`src/rtl/robot_pose_if.sv`:
```
// Command, load and pose bundle between the navigation controller / map logic
// and the robot pose engine.
interface robot_pose_if #(
   parameter int CNT_W = 16
);
   logic             cmd_valid;
   logic [1:0]       cmd;
   logic             cmd_ready;
   logic             wall_ahead;
   logic             load_valid;
   logic [5:0]       load_row;
   logic [5:0]       load_col;
   logic [1:0]       load_dir;
   logic [5:0]       robot_row;
   logic [5:0]       robot_column;
   logic [1:0]       robot_orientation;
   logic             front_blocked;
   logic             bump;
   logic [CNT_W-1:0] move_count;
   logic             anomaly;

   modport master (
      output cmd_valid, cmd, wall_ahead, load_valid, load_row, load_col, load_dir,
      input  cmd_ready, robot_row, robot_column, robot_orientation,
             front_blocked, bump, move_count, anomaly
   );

   modport slave (
      input  cmd_valid, cmd, wall_ahead, load_valid, load_row, load_col, load_dir,
      output cmd_ready, robot_row, robot_column, robot_orientation,
             front_blocked, bump, move_count, anomaly
   );
endinterface

```
`src/rtl/robot_pose_engine.sv`:
```
// Robot pose engine: executes hold/forward/turn commands one at a time with a
// programmable post-command wait, blocks moves into borders/walls, accepts pose loads.
module robot_pose_engine #(
   parameter int         ROWS       = 10,
   parameter int         COLS       = 20,
   parameter int         MOVE_TICKS = 3,
   parameter int         START_ROW  = 1,
   parameter int         START_COL  = 1,
   parameter logic [1:0] START_DIR  = 2'b00,
   parameter int         CNT_W      = 16
) (
   input logic         clock_50,
   input logic         reset_key,
   robot_pose_if.slave pif
);
   typedef enum logic [1:0] {IDLE = 2'b00, EXEC = 2'b01, WAIT = 2'b10} state_t;

   localparam logic [1:0] DIR_N = 2'b00;
   localparam logic [1:0] DIR_S = 2'b01;
   localparam logic [1:0] DIR_E = 2'b10;
   localparam logic [1:0] DIR_W = 2'b11;
   localparam logic [1:0] CMD_FWD   = 2'b01;
   localparam logic [1:0] CMD_LEFT  = 2'b10;
   localparam logic [1:0] CMD_RIGHT = 2'b11;

   // The wait counter counts MOVE_TICKS-1 down to zero; keep at least one bit.
   localparam int TW = (MOVE_TICKS > 1) ? $clog2(MOVE_TICKS) : 1;
   localparam logic [TW-1:0] WAIT_LOAD = (MOVE_TICKS > 0) ? TW'(MOVE_TICKS - 1) : {TW{1'b0}};

   function automatic logic [1:0] turn_left(input logic [1:0] d);
      case (d)
         DIR_N:   return DIR_W;
         DIR_W:   return DIR_S;
         DIR_S:   return DIR_E;
         DIR_E:   return DIR_N;
         default: return DIR_N;
      endcase
   endfunction

   function automatic logic [1:0] turn_right(input logic [1:0] d);
      case (d)
         DIR_N:   return DIR_E;
         DIR_E:   return DIR_S;
         DIR_S:   return DIR_W;
         DIR_W:   return DIR_N;
         default: return DIR_N;
      endcase
   endfunction

   state_t           state_r, state_s;
   logic [1:0]       cmd_r, cmd_s;
   logic [TW-1:0]    cnt_r, cnt_s;
   logic [5:0]       row_r, row_s, col_r, col_s;
   logic [1:0]       dir_r, dir_s;
   logic             bump_r, bump_s;
   logic [CNT_W-1:0] count_r, count_s;
   logic             anomaly_r, anomaly_s;
   logic             front_blocked_s, load_legal_s;

   assign front_blocked_s = ((dir_r == DIR_N) && (row_r == 6'd1))
                         || ((dir_r == DIR_S) && (row_r == 6'(ROWS)))
                         || ((dir_r == DIR_E) && (col_r == 6'(COLS)))
                         || ((dir_r == DIR_W) && (col_r == 6'd1))
                         || pif.wall_ahead;

   assign load_legal_s = (pif.load_row >= 6'd1) && (pif.load_row <= 6'(ROWS))
                      && (pif.load_col >= 6'd1) && (pif.load_col <= 6'(COLS));

   // Next-state and datapath: loads win over commands, commands apply at the end of EXEC.
   always_comb begin
      state_s   = state_r;
      cmd_s     = cmd_r;
      cnt_s     = cnt_r;
      row_s     = row_r;
      col_s     = col_r;
      dir_s     = dir_r;
      bump_s    = 1'b0;
      count_s   = count_r;
      anomaly_s = anomaly_r;
      case (state_r)
         IDLE: begin
            if (pif.load_valid) begin
               if (load_legal_s) begin
                  row_s = pif.load_row;
                  col_s = pif.load_col;
                  dir_s = pif.load_dir;
               end else begin
                  anomaly_s = 1'b1;
               end
            end else if (pif.cmd_valid) begin
               cmd_s   = pif.cmd;
               state_s = EXEC;
            end else begin
               state_s = IDLE;
            end
         end
         EXEC: begin
            case (cmd_r)
               CMD_FWD: begin
                  if (front_blocked_s) begin
                     bump_s = 1'b1;
                  end else begin
                     case (dir_r)
                        DIR_N:   row_s = row_r - 6'd1;
                        DIR_S:   row_s = row_r + 6'd1;
                        DIR_E:   col_s = col_r + 6'd1;
                        DIR_W:   col_s = col_r - 6'd1;
                        default: row_s = row_r;
                     endcase
                     if (count_r != {CNT_W{1'b1}}) begin
                        count_s = count_r + CNT_W'(1'b1);
                     end else begin
                        count_s = count_r;
                     end
                  end
               end
               CMD_LEFT:  dir_s = turn_left(dir_r);
               CMD_RIGHT: dir_s = turn_right(dir_r);
               default:   dir_s = dir_r;
            endcase
            if (MOVE_TICKS > 0) begin
               state_s = WAIT;
               cnt_s   = WAIT_LOAD;
            end else begin
               state_s = IDLE;
            end
         end
         WAIT: begin
            if (cnt_r == {TW{1'b0}}) begin
               state_s = IDLE;
            end else begin
               cnt_s = cnt_r - TW'(1'b1);
            end
         end
         default: state_s = IDLE;
      endcase
   end

   // State and pose registers; reset drops any latched command.
   always_ff @(posedge clock_50 or posedge reset_key) begin
      if (reset_key) begin
         state_r   <= IDLE;
         cmd_r     <= 2'b00;
         cnt_r     <= {TW{1'b0}};
         row_r     <= 6'(START_ROW);
         col_r     <= 6'(START_COL);
         dir_r     <= START_DIR;
         bump_r    <= 1'b0;
         count_r   <= {CNT_W{1'b0}};
         anomaly_r <= 1'b0;
      end else begin
         state_r   <= state_s;
         cmd_r     <= cmd_s;
         cnt_r     <= cnt_s;
         row_r     <= row_s;
         col_r     <= col_s;
         dir_r     <= dir_s;
         bump_r    <= bump_s;
         count_r   <= count_s;
         anomaly_r <= anomaly_s;
      end
   end

   assign pif.cmd_ready         = (state_r == IDLE) && !pif.load_valid;
   assign pif.front_blocked     = front_blocked_s;
   assign pif.robot_row         = row_r;
   assign pif.robot_column      = col_r;
   assign pif.robot_orientation = dir_r;
   assign pif.bump              = bump_r;
   assign pif.move_count        = count_r;
   assign pif.anomaly           = anomaly_r;
endmodule

```
`src/flat_wrapper.sv`:
```
// flat-port wrapper written by rule: the top's interface ports become plain ports
module robot_pose_engine_flat 
#(
   parameter int         ROWS       = 10,
   parameter int         COLS       = 20,
   parameter int         MOVE_TICKS = 3,
   parameter int         START_ROW  = 1,
   parameter int         START_COL  = 1,
   parameter logic [1:0] START_DIR  = 2'b00,
   parameter int         CNT_W      = 16
)
  (clock_50, reset_key, pif_cmd_valid, pif_cmd, pif_wall_ahead, pif_load_valid, pif_load_row, pif_load_col, pif_load_dir, pif_cmd_ready, pif_robot_row, pif_robot_column, pif_robot_orientation, pif_front_blocked, pif_bump, pif_move_count, pif_anomaly);
  robot_pose_if #(.CNT_W(CNT_W)) pif_i ();
  input logic clock_50;
  input logic reset_key;
  input wire logic [$bits(pif_i.cmd_valid)-1:0] pif_cmd_valid;
  input wire logic [$bits(pif_i.cmd)-1:0] pif_cmd;
  input wire logic [$bits(pif_i.wall_ahead)-1:0] pif_wall_ahead;
  input wire logic [$bits(pif_i.load_valid)-1:0] pif_load_valid;
  input wire logic [$bits(pif_i.load_row)-1:0] pif_load_row;
  input wire logic [$bits(pif_i.load_col)-1:0] pif_load_col;
  input wire logic [$bits(pif_i.load_dir)-1:0] pif_load_dir;
  output wire logic [$bits(pif_i.cmd_ready)-1:0] pif_cmd_ready;
  output wire logic [$bits(pif_i.robot_row)-1:0] pif_robot_row;
  output wire logic [$bits(pif_i.robot_column)-1:0] pif_robot_column;
  output wire logic [$bits(pif_i.robot_orientation)-1:0] pif_robot_orientation;
  output wire logic [$bits(pif_i.front_blocked)-1:0] pif_front_blocked;
  output wire logic [$bits(pif_i.bump)-1:0] pif_bump;
  output wire logic [$bits(pif_i.move_count)-1:0] pif_move_count;
  output wire logic [$bits(pif_i.anomaly)-1:0] pif_anomaly;
  assign pif_i.cmd_valid = pif_cmd_valid;
  assign pif_i.cmd = pif_cmd;
  assign pif_i.wall_ahead = pif_wall_ahead;
  assign pif_i.load_valid = pif_load_valid;
  assign pif_i.load_row = pif_load_row;
  assign pif_i.load_col = pif_load_col;
  assign pif_i.load_dir = pif_load_dir;
  assign pif_cmd_ready = pif_i.cmd_ready;
  assign pif_robot_row = pif_i.robot_row;
  assign pif_robot_column = pif_i.robot_column;
  assign pif_robot_orientation = pif_i.robot_orientation;
  assign pif_front_blocked = pif_i.front_blocked;
  assign pif_bump = pif_i.bump;
  assign pif_move_count = pif_i.move_count;
  assign pif_anomaly = pif_i.anomaly;
  robot_pose_engine #(.ROWS(ROWS), .COLS(COLS), .MOVE_TICKS(MOVE_TICKS), .START_ROW(START_ROW), .START_COL(START_COL), .START_DIR(START_DIR), .CNT_W(CNT_W)) u_core (.clock_50(clock_50), .reset_key(reset_key), .pif(pif_i));
endmodule
```
`config.mk`:
```
export PLATFORM = sky130hd
export DESIGN_NAME = robot_pose_engine_flat
export DESIGN_NICKNAME = d
export VERILOG_FILES = /design/src/rtl/robot_pose_if.sv /design/src/rtl/robot_pose_engine.sv /design/src/flat_wrapper.sv
export SDC_FILE = /design/constraint.sdc
export NUM_CORES = 1
export LEC_CHECK = 0
export BUFFER_PORTS_ARGS = -buffer_cell sky130_fd_sc_hd__buf_2
export CAP_MARGIN = 25
export CORE_MARGIN = 2
export CORE_UTILIZATION = 45
export DETAILED_ROUTE_END_ITERATION = 12
export PLACE_DENSITY_LB_ADDON = 0.2
export SYNTH_ARGS = -nofsm -noshare
export SYNTH_HDL_FRONTEND = slang
export SYNTH_SLANG_ARGS = --single-unit
```
`constraint.sdc`:
```
create_clock -name clock_50 -period 4.2 [get_ports clock_50]
set_clock_uncertainty 0.15 [all_clocks]
set_input_delay 0.63 -clock clock_50 [delete_from_list [all_inputs] [get_ports clock_50]]
set_output_delay 0.63 -clock clock_50 [all_outputs]
set_load 0.005 [all_outputs]
```
* Word-level counts from Yosys, hierarchy flattened
Index checks and enable logic that the tools add are counted.
** Word-level totals
- Flip-flop bits (word level) :: 38
- Input bits :: 21
** Operators by class
- Magnitude comparators :: 4
- Add/subtract/negate cells :: 6
- Reduce and logical (&&, ||, !) cells :: 26
- Multiplexer cells :: 27
- Eq/ne operators :: 23
- Bitwise logic cells :: 3
** Operators with widths (count)
- 6-bit two-way mux :: 8
- 6-bit case mux with 2 select lines :: 4
- 16-bit by 1-bit adder with 16-bit output, second input constant :: 1
- 16-bit != test, second input constant :: 1
- 2-bit case mux with 4 select lines :: 2
- 6-bit by 1-bit adder with 6-bit output, second input constant :: 2
- 6-bit by 1-bit equality test with 1-bit output, second input constant :: 2
- 6-bit by 1-bit >= comparator with 1-bit output, second input constant :: 2
- 2-bit case mux with 2 select lines :: 3
- 6-bit AND reduction :: 2
- 6-bit by 1-bit subtractor with 6-bit output, second input constant :: 2
- 2-bit equality test, second input constant :: 5
- 2-bit two-way mux :: 5
- 2-bit != test, second input constant :: 5
- 1-bit logical AND :: 8
- 4-bit AND reduction :: 2
- 2-bit by 1-bit equality test with 1-bit output, second input constant :: 3
- 6-bit by 4-bit equality test with 1-bit output, second input constant :: 1
- 6-bit by 5-bit equality test with 1-bit output, second input constant :: 1
- 6-bit by 4-bit less-or-equal comparator with 1-bit output, second input constant :: 1
- 6-bit by 5-bit less-or-equal comparator with 1-bit output, second input constant :: 1
- 2-bit logical NOT :: 3
- 3-bit by 1-bit != test with 1-bit output, second input constant :: 2
- 2-bit case mux with 3 select lines :: 1
- other kinds (10) :: 22

* Depth between registers and ports, before layout
- Depth after elaboration :: 9
- Mapped depth :: 9
- Depth with buffers taken out :: 7

* Worst setup path after synthesis
OpenSTA, ideal clock, no wires.
- Path type :: reg2out
- From :: register u_core.row_r[0] (netlist: u_core.pif.robot_row[0])
- To :: output port pif_front_blocked
- Stages on the path, launching flop included :: 7
- Path buffers :: 0
- Arrival time :: 1659 ps
- Data required time :: 3420 ps
- Slack :: 1761 ps
- Cells stage by stage :: dfstp_2 inv_1 ha_1 nand3_1 a2111oi_4 nor3_1 inv_1
** Between the ends
- Cells in the longest elaborated chain, start to end :: 6
** RTL lines
- start: declaration :: RTL line robot_pose_engine.sv:53 : logic [5:0] row_r, row_s, col_r, col_s;
- start signal: assignment :: RTL line robot_pose_engine.sv:145 : row_r <= 6'(START_ROW);
- start signal: assignment :: RTL line robot_pose_engine.sv:155 : row_r <= row_s;
- 6-bit by 1-bit equality test with 1-bit output / 6-bit by 4-bit equality test with 1-bit output (equally long branches) :: RTL line robot_pose_engine.sv:60, robot_pose_engine.sv:61
- 1-bit logical AND, on equally long branches :: RTL line robot_pose_engine.sv:60, robot_pose_engine.sv:61
- 1-bit logical OR (*) :: RTL line robot_pose_engine.sv:61 : || ((dir_r == DIR_S) && (row_r == 6'(ROWS)))
- 1-bit logical OR (*) :: RTL line robot_pose_engine.sv:62 : || ((dir_r == DIR_E) && (col_r == 6'(COLS)))
- 1-bit logical OR (*) :: RTL line robot_pose_engine.sv:63 : || ((dir_r == DIR_W) && (col_r == 6'd1))
- 1-bit logical OR (*) :: RTL line robot_pose_engine.sv:64 : || pif.wall_ahead;
- end: declaration :: RTL line flat_wrapper.sv:27 : output wire logic [$bits(pif_i.front_blocked)-1:0] pif_front_blocked;
Mark *: on every way between the ends. The rest lies on a longest branch, timed or not.

* Worst setup path after layout
- From :: register u_core.dir_r[1] (netlist: u_core.pif.robot_orientation[1])
- To :: output port pif_front_blocked
** Between the ends
- Cells in the longest elaborated chain, start to end :: 6
** RTL lines
- start: declaration :: RTL line robot_pose_engine.sv:54 : logic [1:0] dir_r, dir_s;
- start signal: assignment :: RTL line robot_pose_engine.sv:157 : dir_r <= dir_s;
- 2-bit by 1-bit equality test with 1-bit output / 2-bit logical NOT (equally long branches)
- 1-bit logical AND, on equally long branches :: RTL line robot_pose_engine.sv:61, robot_pose_engine.sv:60
- 1-bit logical OR :: RTL line robot_pose_engine.sv:61
- 1-bit logical OR :: RTL line robot_pose_engine.sv:62
- 1-bit logical OR (*) :: RTL line robot_pose_engine.sv:63
- 1-bit logical OR (*) :: RTL line robot_pose_engine.sv:64
Marks and branches as above.

==> impl_metrics.yaml <==
clock_network:
  cts_tree: "done"
  htreeDepth: 2
  clkTransAtPathRegs_ps: 80
  cts_setup_buffers: 0
  clockRootBuffer: "clkbuf_8"
  clock_latency_ps: 290
  postCtsResizedCells: 0
  cts_hold_buf: 0
  cts_buffer_depth: 2
  cts_buffers: 5
  cts_sinks: 38
sta:
  hold_viol_final: 0
  post-route-min-period_ps: 2990
  fin_crit_sh_pct: 71.1
  max_slew_margin_pct: 52.6
  fmax_mhz: 335
  worst_slew_pin_slew_ps: 711
  slew_violations: 0
  setup_tns_ps: 0
  setup_viol_count_final: 0
  rsz0062_at_grt: "no"
critical_path:
  path_buf_inv: 4
  cp_common_cell: "inv_1"
  cpPeakStageDelay_ps: 430
  rr_endpoint: "u_core.pif.move_count[1]$_DFFE_PP0P_"
  crit_required_ps: 3420
  slowest_stage: "a2111oi_4"
  r2r_slack_ps: 1250
  path_depth: 8
  cp.arrival_ps: 2210
  crit_chain: "inv_1 > ha_1 > nand3_1 > a2111oi_4 > nor3_1 > buf_4 > inv_1 > buf_2"
  worstSetupPathType: "reg -> out"
  r2r_cells: 6
  start_kind: "flop"
  r2r-start: "u_core.state_r[0]$_DFFE_PP0P_"
  crit_path_end_kind: "output pin"
  cp_top_family: "buffers and inverters"
  cp_max_fo: 9
layout:
  area_growth_pct: 16.0
  drive_gt1_share_pct: 24.4
  final_nets: 354
  diodes: 0
power_and_ir_drop:
  switching_share_pct: 42.0
  switching_power_uw: 650
  cellPowerDensity_mw_per_mm2: 524
  combPwrFrac_pct: 40.8
  power_leakage_nw: 1.41
  p_int_uw: 898
  p_seq_share_pct: 42.8
  power_mw: 1.55
  ir_drop_mv: 0.291
  p_clk_share_pct: 16.4
floorplan:
  rows: 27
  io_pins: 55
  dieArea_mm2: 0.00627
  start_util_pct: 46.5
  die_x_um: 79.2
  core_area_mm2: 0.00547
  die_y_um: 79.2
route:
  route.vias.total: 2211
  routed_wl_mm: 6.23
  drtPass1Iterations: 5
  drt_drc_violations_left: 0
  ant_nets: 0
  drtIter0Drc: 117
  post_drt_wl_per_cell_um: 15.9
  viasPerCell: 5.64
logic_synthesis:
  syn_area_mm2: 0.00254
  synth-seq-cells: 38
  yosysSeqAreaShare_pct: 37.5
  syn_area_per_cell_um2: 9.53
  synth_edf_count: 0
  syn_inst: 267
  syn-num-nets: 302
  yosys_warnings: 0
  ys_types: 62
  async_flop_share_pct: 100
  ys.flop_type: "dfrtp_1"
placed_design:
  port_buffers: 54
  hpwl_mm: 4.73
  routabilityCongestion: 0.862
grt:
  antenna_found_initial: 0
  grt_pass1_wl_mm: 10.5
  overflow: 0
  grt_use_total_pct: 21.2
  grt_max_degree: 24
  grt_pass1_vias: 2098
job:
  maxCapViolations: 0
min_path:
  hp-class: "in -> async"
status:
  status: "complete, no violations"
==> area by class of cell <==
type | instances | area [um^2]
multi-input cells | 199 | 1440
repair buffers | 59 | 328
inverters | 16 | 60.1
fillers | 554 | 2520
flip-flops and latches | 38 | 953
well taps | 72 | 90.1
clock inverters | 2 | 13.8
clock buffers | 6 | 72.6
==> metal layers <==
layer,track usage [%],vias up,routed length [um]
met3,4.20,8,366
met1,31.3,1061,3040
met4,5.17,0,69
met2,31.7,64,2750
li1,-,1078,-
met5,0,-,0
==> worst register-to-register path, cell delays in order, from the launching register on <==
cell and delay [ps]:
dfrtp_1 790, nor2b_2 470, nand3b_4 170, nor4_4 550
buf_4 310, nand2_2 90, mux2_1 310
==> metrics by stage <==
step	hold WS, ps	cells	worst slack (ps)	utilization [%]	instance area [um^2]
6_report	184	392	1210	54.0	2950
3_5_place_dp	311	384	1240	52.4	2870
5_1_grt	197	392	1000	54.0	2950
4_1_cts	196	392	1190	54.0	2950
3_3_place_gp	314	383	1350	51.9	2840
2_1_floorplan	318	267	1760	-	2540
==> Yosys cell counts (all sizes together), types with 3 or more instances <==
cell type | instances | area share [%]
nor3 | 9 | 1.8
nand3b | 4 | 2.2
o22ai | 6 | 1.7
nand4 | 12 | 2.9
a22o | 4 | 1.4
mux2 | 3 | 1.3
clkbuf | 3 | 0.44
nand3 | 14 | 2.8
xnor2 | 17 | 5.9
dfrtp | 36 | 35
and4 | 4 | 1.4
inv | 16 | 2.4
nand2b | 3 | 0.74
a21oi | 7 | 1.4
o31ai | 5 | 1.5
and3 | 5 | 1.2
nor2 | 15 | 2.2
nand2 | 24 | 3.6
o21ai | 7 | 1.4
a31oi | 3 | 0.74
buf | 11 | 3.3
ha | 14 | 6.9
==> layout by cell type, fill, tap and decap left out, drive strengths merged, types with 4 or more instances in the layout <==
cell type  count
nand4         12
a22o           4
dfrtp         36
xnor2         17
and4           4
nand2         24
inv           16
nand3b         4
clkbuf         6
nor3           9
a21oi          7
o21ai          7
o22ai          6
ha            14
nor2          15
buf           59
o31ai          5
and3           5
nand3         14
==> state kept, by name (all words and copies together), names as in the netlist <==
register                      cells
u_core.pif.move_count            16
u_core.pif.robot_column           6
u_core.pif.robot_row              6
u_core.cmd_r                      2
u_core.cnt_r                      2
u_core.pif.robot_orientation      2
u_core.state_r                    2
u_core.pif.anomaly                1
u_core.pif.bump                   1
==> worst max-delay path by stage <==
stage	from	to
after detailed placement	u_core.state_r[0]$_DFFE_PP0P_	u_core.pif.move_count[1]$_DFFE_PP0P_
after global routing	u_core.state_r[0]$_DFFE_PP0P_	u_core.pif.move_count[1]$_DFFE_PP0P_
after global placement	u_core.state_r[0]$_DFFE_PP0P_	u_core.pif.move_count[1]$_DFFE_PP0P_
final	u_core.pif.robot_orientation[1]$_DFFE_PP0P_	pif_front_blocked
after CTS	u_core.pif.robot_orientation[1]$_DFFE_PP0P_	pif_front_blocked
after floorplan	u_core.pif.robot_row[0]$_DFFE_PP1P_	pif_front_blocked
==> power groups by stage <==
stage	clock (mW)	combinational [mW]	sequential, mW
4_1_cts	0.263	0.634	0.662
3_3_place_gp	0	0.618	0.666
6_report	0.255	0.632	0.662
3_5_place_dp	0	0.630	0.669
5_1_grt	0.279	0.715	0.692
2_1_floorplan	0	0.490	0.606
==> logic make-up after synthesis <==
logic type,share of synthesized area [%]
multiplexers,2.11
buffers and inverters,6.15
XOR/XNOR,6.19
flip-flops,37.5
AND/OR/NAND/NOR,25.3
adder cells (fa/ha/maj),6.88
AO/OA/AOI/OAI,15.9
Note: power is estimated with default switching activity, not from simulation.
